## src/rtl/capture_ctrl.sv

```systemverilog
// capture_ctrl: sequences one capture into a ring-addressed sample buffer.
// It stores pre-trigger samples, arms the external trigger block and waits
// for a hit while writing in a ring. It then stores the post-trigger samples
// and parks in DONE so that the buffer can be read out.
// Optional feature: define CAPTURE_TIMEOUT_EN to add a WAIT-state timeout.
// The timeout forces a trigger once timeout_limit WAIT cycles have elapsed.
module capture_ctrl #(
    parameter int ADDR_W = 10
) (
    input  logic              clk,
    input  logic              reset,
    input  logic              start,
    input  logic              abort,
    input  logic [ADDR_W-1:0] pre_count,
    input  logic [ADDR_W-1:0] post_count,
    input  logic              sample_valid,
    input  logic              trig_triggered,
    input  logic              trig_armed,
`ifdef CAPTURE_TIMEOUT_EN
    input  logic [31:0]       timeout_limit,
    output logic              timed_out,
`endif
    output logic              trig_arm,
    output logic              trig_abort,
    output logic              buf_we,
    output logic [ADDR_W-1:0] buf_addr,
    output logic [ADDR_W-1:0] trig_addr,
    output logic              busy,
    output logic              done
);

    typedef enum logic [2:0] {
        IDLE = 3'd0,
        PRE  = 3'd1,
        ARM  = 3'd2,
        WAIT = 3'd3,
        POST = 3'd4,
        DONE = 3'd5
    } state_t;

    state_t            state;
    logic [ADDR_W-1:0] pre_lat;
    logic [ADDR_W-1:0] post_lat;
    logic [ADDR_W-1:0] write_cnt;
    logic [ADDR_W-1:0] cnt_next;
    logic              active;
    logic              timeout_hit;
    logic              trigger_hit;

    // trig_armed is status only; the FSM never waits on it.
    logic              unused_armed;
    assign unused_armed = trig_armed;

    // The write path follows the state and the current sample.
    // An abort kills the write in the same cycle.
    assign active   = (state == PRE) || (state == ARM) ||
                      (state == WAIT) || (state == POST);
    assign buf_we   = active && sample_valid && !abort;
    assign cnt_next = write_cnt + 1'b1;

`ifdef CAPTURE_TIMEOUT_EN
    logic [31:0] wait_cycles;

    // A zero limit disables the timeout.
    // Once expired, the next valid WAIT sample is the trigger.
    assign timeout_hit = (timeout_limit != 32'd0) && (wait_cycles >= timeout_limit);
`else
    assign timeout_hit = 1'b0;
`endif

    assign trigger_hit = trig_triggered || timeout_hit;

    // Capture sequencer: state, addresses, counters and registered status outputs.
    always_ff @(posedge clk) begin
        if (reset) begin
            state      <= IDLE;
            buf_addr   <= '0;
            trig_addr  <= '0;
            pre_lat    <= '0;
            post_lat   <= '0;
            write_cnt  <= '0;
            trig_arm   <= 1'b0;
            trig_abort <= 1'b0;
            busy       <= 1'b0;
            done       <= 1'b0;
`ifdef CAPTURE_TIMEOUT_EN
            wait_cycles <= '0;
            timed_out   <= 1'b0;
`endif
        end else begin
            trig_arm   <= 1'b0;
            trig_abort <= 1'b0;

            // Every accepted write advances the ring address.
            // The natural ADDR_W-bit overflow gives the wrap to zero.
            if (buf_we) begin
                buf_addr <= buf_addr + 1'b1;
            end

            if (active && abort) begin
                // Abort beats any trigger or start seen in the same cycle.
                state      <= IDLE;
                trig_abort <= 1'b1;
                busy       <= 1'b0;
                done       <= 1'b0;
            end else begin
                case (state)
                    IDLE, DONE: begin
                        if (start) begin
                            // The latch is exactly ADDR_W bits wide.
                            // pre_count therefore cannot exceed the top address.
                            pre_lat   <= pre_count;
                            post_lat  <= post_count;
                            buf_addr  <= '0;
                            write_cnt <= '0;
                            done      <= 1'b0;
                            busy      <= 1'b1;
`ifdef CAPTURE_TIMEOUT_EN
                            timed_out <= 1'b0;
`endif
                            if (pre_count == '0) begin
                                state    <= ARM;
                                trig_arm <= 1'b1;
                            end else begin
                                state <= PRE;
                            end
                        end
                    end

                    PRE: begin
                        if (sample_valid) begin
                            if (cnt_next == pre_lat) begin
                                state    <= ARM;
                                trig_arm <= 1'b1;
                            end else begin
                                write_cnt <= cnt_next;
                            end
                        end
                    end

                    ARM: begin
                        state     <= WAIT;
                        write_cnt <= '0;
`ifdef CAPTURE_TIMEOUT_EN
                        wait_cycles <= '0;
`endif
                    end

                    WAIT: begin
                        if (sample_valid && trigger_hit) begin
                            trig_addr <= buf_addr;
                            write_cnt <= '0;
`ifdef CAPTURE_TIMEOUT_EN
                            if (!trig_triggered) begin
                                timed_out <= 1'b1;
                            end
`endif
                            if (post_lat == '0) begin
                                state <= DONE;
                                done  <= 1'b1;
                                busy  <= 1'b0;
                            end else begin
                                state <= POST;
                            end
                        end else begin
`ifdef CAPTURE_TIMEOUT_EN
                            if (wait_cycles != 32'hFFFF_FFFF) begin
                                wait_cycles <= wait_cycles + 32'd1;
                            end
`endif
                        end
                    end

                    POST: begin
                        if (sample_valid) begin
                            if (cnt_next == post_lat) begin
                                state <= DONE;
                                done  <= 1'b1;
                                busy  <= 1'b0;
                            end else begin
                                write_cnt <= cnt_next;
                            end
                        end
                    end

                    default: begin
                        state <= IDLE;
                        busy  <= 1'b0;
                        done  <= 1'b0;
                    end
                endcase
            end
        end
    end

endmodule
```

## config.mk

```make
export PLATFORM = sky130hd
export DESIGN_NAME = capture_ctrl
export DESIGN_NICKNAME = d
export VERILOG_FILES = /design/src/rtl/capture_ctrl.sv
export SDC_FILE = /design/constraint.sdc
export NUM_CORES = 1
export LEC_CHECK = 0
export ABC_AREA = 1
export CAP_MARGIN = 20
export CORE_MARGIN = 1.5
export CORE_UTILIZATION = 48
export DETAILED_ROUTE_END_ITERATION = 8
export PLACE_DENSITY_LB_ADDON = 0.05
export SLEW_MARGIN = 20
export SYNTH_ARGS = -nofsm -noshare
export SYNTH_HDL_FRONTEND = slang
export SYNTH_SLANG_ARGS = --single-unit
```

## constraint.sdc

```tcl
create_clock -name clk -period 1.96 [get_ports clk]
set_input_delay 0.392 -clock clk [delete_from_list [all_inputs] [get_ports clk]]
set_output_delay 0.392 -clock clk [all_outputs]
set_load 0.05 [all_outputs]
```

======== Yosys cells after proc, flatten, opt, wreduce, memory -nomap -nowiden ========
Cells that the tools add are included.
word-level totals
  flip-flop bits (word level) ............. 57
  input port bits ......................... 27
  output and inout port bits .............. 25
  word-level logic and storage cells ...... 88
cells by class
  $add $sub $neg .......................... 2
  eq/ne operators ......................... 16
  muxes and demuxes ....................... 38
  bitwise operators ....................... 2
  reduce and logical (&&, ||, !) cells .... 20
operators with widths
  operator                                                               number
  10-bit 2-to-1 mux                                                      10
  10-bit case mux with 5 select lines                                    1
  10-bit by 1-bit adder with 10-bit output, second input constant        2
  10-bit equality test                                                   2
  10-bit zero test                                                       2
  3-bit 2-to-1 mux                                                       6
  1-bit 2-to-1 mux                                                       16
  3-bit case mux with 5 select lines                                     1
  6-bit AND reduction                                                    2
  2-bit != test, second input constant                                   5
  2-bit by 1-bit != test with 1-bit output, second input constant        4
  1-bit case mux with 4 select lines                                     2
  8-bit AND reduction                                                    1
  3-bit by 2-bit equality test with 1-bit output, second input constant  2
  3-bit equality test, second input constant                             2
  3-bit AND reduction                                                    2
  2-bit OR reduction                                                     3
  5-bit nonzero test                                                     1
  1-bit logical AND                                                      4
  3-bit by 1-bit equality test with 1-bit output, second input constant  1
  3-bit zero test                                                        1
  1-bit logical OR                                                       3
  2-bit 2-to-1 mux                                                       1
  1-bit inverter                                                         2
  other kinds (2)                                                        2

======== Depth between registers and ports, before layout ========
  depth in word-level cells ............... 10
  mapped depth ............................ 16
  gate-level depth less buffers ........... 16

======== Worst setup path before layout ========
No wires, ideal clock.
  path type ............................... register to register
  from .................................... reg state[2]
  to ...................................... reg buf_addr[8]
  setup time .............................. 0.124 ns
  arrival ................................. 1.970 ns
  data required time ...................... 1.836 ns
  setup slack ............................. -0.134 ns
  cell stages (with the launch flop) ...... 13
  buffers on the path ..................... 0
  period minus slack after synthesis ...... 2.094 ns
  path through ............................ dfxtp_1 -> inv_1 -> nor2_1 -> nand2_1 -> nand2_2 -> nor2_2 -> nor3_4 -> nand3_2 -> nor2_1 -> nand2_1 -> nor2_2 -> xor2_1 -> nor2_1
between the ends
  longest elaborated chain between the ends .. 10
  elaborated cells between the ends (all ways) .. 17
  those cells by class .................... 5 x eq/ne; 4 x mux; 8 x reduce/logical
ends and longest elaborated chain
  element                                                                                                           line  text
  start, declared                                                                                                   41    state_t state;
  start signal, assigned                                                                                            76    state <= IDLE;
  start signal, assigned                                                                                            102   state <= IDLE;
  start signal, assigned                                                                                            122   state <= ARM;
  3-bit by 1-bit equality test with 1-bit output or 3-bit by 2-bit equality test with 1-bit output (tied branches)  56    assign active = (state == PRE) || (state == ARM) ||
  1-bit logical OR (2 in a row)                                                                                     56
  1-bit logical OR (*)                                                                                              57    (state == WAIT) || (state == POST);
  1-bit logical AND (*) (2 in a row)                                                                                58    assign buf_we = active && sample_valid && !abort;
  net buf_we                                                                                                        25    output logic buf_we,
  10-bit 2-to-1 mux (*)                                                                                             96    if (buf_we) begin
  10-bit 2-to-1 mux                                                                                                 109   if (start) begin
  10-bit 2-to-1 mux                                                                                                 107   case (state)
  10-bit 2-to-1 mux (*)                                                                                             100   if (active && abort) begin
  end signal, assigned                                                                                              97    buf_addr <= buf_addr + 1'b1;
  end, declared                                                                                                     26    output logic [ADDR_W-1:0] buf_addr,
Mark *: on every way through the listed nets, which the timed path passes. The rest lies on a longest branch.
A chain may end at the register's enable or synchronous reset.

======== Final worst setup path ========
  from .................................... reg write_cnt[0]
  to ...................................... reg write_cnt[3]
between the ends
  longest elaborated chain between the ends .. 4
  elaborated cells between the ends (all ways) .. 11
  those cells by class .................... 1 x add/sub; 4 x eq/ne; 5 x mux; 1 x reduce/logical
ends and longest elaborated chain
  element                                                                                      line  text
  start, declared                                                                              44    logic [ADDR_W-1:0] write_cnt;
  start signal, assigned                                                                       136   write_cnt <= cnt_next;
  start signal, assigned                                                                       181   write_cnt <= cnt_next;
  10-bit by 1-bit adder with 10-bit output (*)                                                 59    assign cnt_next = write_cnt + 1'b1;
  10-bit equality test (tied with other cells)                                                 176   if (cnt_next == post_lat) begin
  2-bit != test (no source line) (tied with other cells)                                       --
  8-bit AND reduction (no source line) or 10-bit case mux with 5 select lines (tied branches)  --
Every way passes the cells marked *; elsewhere a longest branch is shown, timed or not. The select of a mux whose other input is x is not followed.

==> summary.txt <==
Yosys
  – Mapped cell area: 0.00315 mm^2
  – Xor and xnor fraction of the mapped netlist area: 1.67%
  – Top cells by area, synth: dfxtp_1, nand2_1, inv_1
  – Yosys top cell area share: 36.2%
  – FF+latch count, synth: 57
  – Synthesized area per cell: 6.36 um^2
  – Total of warnings raised by yosys: 0
  – Register area share after synthesis: 36.2%
  – Library cells used by synthesis: 29
  – Compound-Gate Fraction of Synth Area: 12.7%
  – Post-Synth Adder-Cell Area: 0.794%
  – Mux contribution to synthesized area: 0%
  – Post-Synthesis Cells: 496
  – Yosys top cell by area: dfxtp_1
  – Largest family of logic cells by synthesized area: simple AND/OR/NAND/NOR gates
  – Simple-gate share of the synthesized area: 37.1%
  – Post-Syn Nets: 525

STA
  – TNS Setup: -2.13 ns
  – Worst Tran Pin Value: 0.662 ns
  – Post-route setup slack: -0.199 ns
  – Fmax achieved: 463 MHz
  – Period utilisation layout: 110%
  – Setup Skew: 0.00771 ns
  – Post-route minimum period: 2.16 ns
  – RSZ-0062 raised after global routing: yes
  – Final hold slack: 0.452 ns
  – Max Slew Vio Count: 0
  – Slew HR: 55.7%
  – Final setup violation count: 15
  – Hold Fails Final Rpt: 0

Setup path
  – Required time worst endpoint: 2.21 ns
  – Crit Path Category: reg2reg
  – Crit path DAT: 2.41 ns
  – Delay-heaviest family, CP: simple AND/OR/NAND/NOR gates
  – Worst-path fanout max: 5
  – Startpoint Class: flop
  – Cell mode on critical path: nand2_1
  – Crit path max-delay cell type: dfxtp_2
  – Crit path buf inv count: 4
  – Setup crit end kind: flop
  – Critical-path cell list: ha_4 > nand2_4 > inv_4 > nor2_4 > buf_6 > nand2_2 > nand2_1 > nor2_1 > nand2_1 > nor2_2 > nand4_1 > buf_4 > nand3_4 > nand2_1 > inv_1 > nor2_1
  – CP peak stage delay: 0.36 ns

Detailed routing
  – Remaining antenna violation count: 0
  – Routed wire length: 9.52 mm
  – Routed WL per cell: 14.0 um
  – DRT iter0 DRCs: 242
  – DRC: 0
  – Avg Vias per Cell: 5.23
  – Vias: 3,551
  – Drt first pass iters: 5

Floorplanning
  – Core ar.: 0.00635 mm^2
  – I/O pin total: 52
  – Die X: 84.1 um
  – Initial Util: 49.7%
  – Row Count: 29
  – Die height: 84.1 um
  – Die area: 0.00706 mm^2

Placement
  – GPL Wtd Cong: 0.908
  – Post-Place Cell Area: 0.00398 mm^2
  – DPL Wire Length: 6.46 mm
  – Setup Slack @ Placement: -0.302 ns
  – Port Buffers: 50

CTS
  – H-tree depth: 3
  – Longest Clk Path Bufs: 2
  – CTS root buffer: clkbuf_8
  – # clock sinks: 57
  – CTS buffer count: 9
  – Worst-skew pair later-pin latency: 0.35 ns
  – CTS clk-pin slew, worst paths: 0.08 ns
  – # hold bufs at CTS: 0
  – TritonCTS clock tree: built

GRT
  – Global-route wire length before repair: 14.4 mm
  – Gr ovfl total: 0
  – Vias in the first global route: 3,187
  – Gr busiest metal: met2
  – GRT Overall Usage: 25.7%
  – GR Util met1: 30.0%
  – Met3 usage: 4.85%
  – Antenna violations before repair: 0
  – Met2 usage: 45.2%
  – Largest net degree at the start of global routing: 23

Power and ir drop
  – Pwr Density: 1300 mW/mm^2
  – Max VDD drop: 930 uV
  – Total power: 0.00595 W
  – Leakage: 2.10 nW

Status
  – Violated checks: setup timing
  – Status: complete, but fails checks

Cells and area
  – Design area: 0.00458 mm^2
  – Nets: 626
  – Proportion of layout cells with a drive suffix above 1: 23.8%
  – Area grow syn2layout: 45.3%
  – N_diodes: 0
  – Fill cells: 537

Run
  – Max-Cap Viols: 0

Min path
  – Hold WC Path Type: reg2reg
-- cell families (layout without fill, tap and decap cells) --
family / after synthesis / after routing
xor+xnor: 6 / 6
flops: 57 / 57
simple gates: 260 / 261
compound gates: 78 / 78
buf+inv: 93 / 198
fa+ha+maj: 2 / 2
-- per-layer routing --
metal	share of wire (%)	vias to the layer above
met3	6.2	31
met2	50	126
met1	41	1602
met4	3.3	0
met5	0	-
li1	-	1792
-- sequential cells by signal (all words and copies together), names as in the netlist --
name	cells
buf_addr	10
busy	1
done	1
post_lat	10
pre_lat	10
state	3
trig_abort	1
trig_addr	10
trig_arm	1
write_cnt	10
-- cells in the mapped netlist, drive strengths merged --
library cell / n
dfxtp: 57
nand3: 42
nand2: 135
xor2: 5
a21oi: 38
nand4: 17
nor3: 7
a211oi: 1
buf: 5
clkbuf: 8
inv: 80
nand3b: 1
nor2: 55
xnor2: 1
o21ai: 38
ha: 2
nor4: 3
a31oi: 1
-- layout make-up --
type	instances	area, um^2	share of cell area [%]
clock buffer	9	124	2.70
tap	77	96.3	2.10
clock inverter	7	103	2.24
sequential	57	1150	25.1
timing repair buffer	102	928	20.3
multi-input combinational	347	1870	40.9
inverter	80	308	6.72
-- stage by stage --
| stage | cells | utilization [%] |
|---|---|---|
| global placement | 645 | 62.7 |
| detailed placement | 645 | 62.7 |
| CTS | 665 | 68.1 |
| floorplan | 496 | - |
| global route | 679 | 72.2 |
| finish | 679 | 72.2 |
-- worst reg2reg max path, cell delays in order (launching register included) --
cell and delay [ns]:
dfxtp_2 0.36, ha_4 0.18, nand2_4 0.07, inv_4 0.07
nor2_4 0.04, buf_6 0.11, nand2_2 0.04, nand2_1 0.04
nor2_1 0.10, nand2_1 0.10, nor2_2 0.13, nand4_1 0.27
buf_4 0.27, nand3_4 0.11, nand2_1 0.07, inv_1 0.05
nor2_1 0.04
-- power by group --
group          internal [W]  total [W]  switching [W]
logic               0.00125    0.00301        0.00176
clock network      0.000726    0.00128       0.000555
registers           0.00143    0.00166       0.000229
total               0.00341    0.00595        0.00255
-- repair_timing --
| action | 4_1_cts | 5_1_grt |
|---|---|---|
| endpoints found under the setup margin | 32 | 31 |
| gates resized for setup | 37 | 41 |
| buffers inserted | 3 | 12 |
| hold endpoints to repair | 0 | 0 |
| pin swaps | 11 | 19 |
| cloned | 1 | 2 |
-- final timing paths --
| check | startpoint | end | slack, ns | cells after the start |
|---|---|---|---|---|
| min | done$_SDFFE_PP0P_ | done$_SDFFE_PP0P_ | 0.45 | 2 |
| min reg2reg | done$_SDFFE_PP0P_ | done$_SDFFE_PP0P_ | 0.45 | 2 |
| max reg2reg | write_cnt[0]$_SDFFE_PP0P_ | write_cnt[3]$_SDFFE_PP0P_ | -0.20 | 16 |
| max | write_cnt[0]$_SDFFE_PP0P_ | write_cnt[3]$_SDFFE_PP0P_ | -0.20 | 16 |
-- layout by cell type (no fill, tap or decap), types with 5 or more instances in the layout --
cell type	count
clkdlybuf4s50_1	41
buf_6	7
dfxtp_1	49
nand4_1	17
nand2_1	115
nand3_4	5
nor2_1	39
nor2_4	6
nand3_2	6
buf_4	45
nand2_2	17
clkbuf_8	9
inv_2	6
nand3_1	32
dfxtp_2	8
xor2_1	5
dlygate4sd2_1	7
a21oi_1	38
o21ai_0	34
inv_1	71
nor2_2	10
No activity file was read; power rests on OpenSTA's default activity.
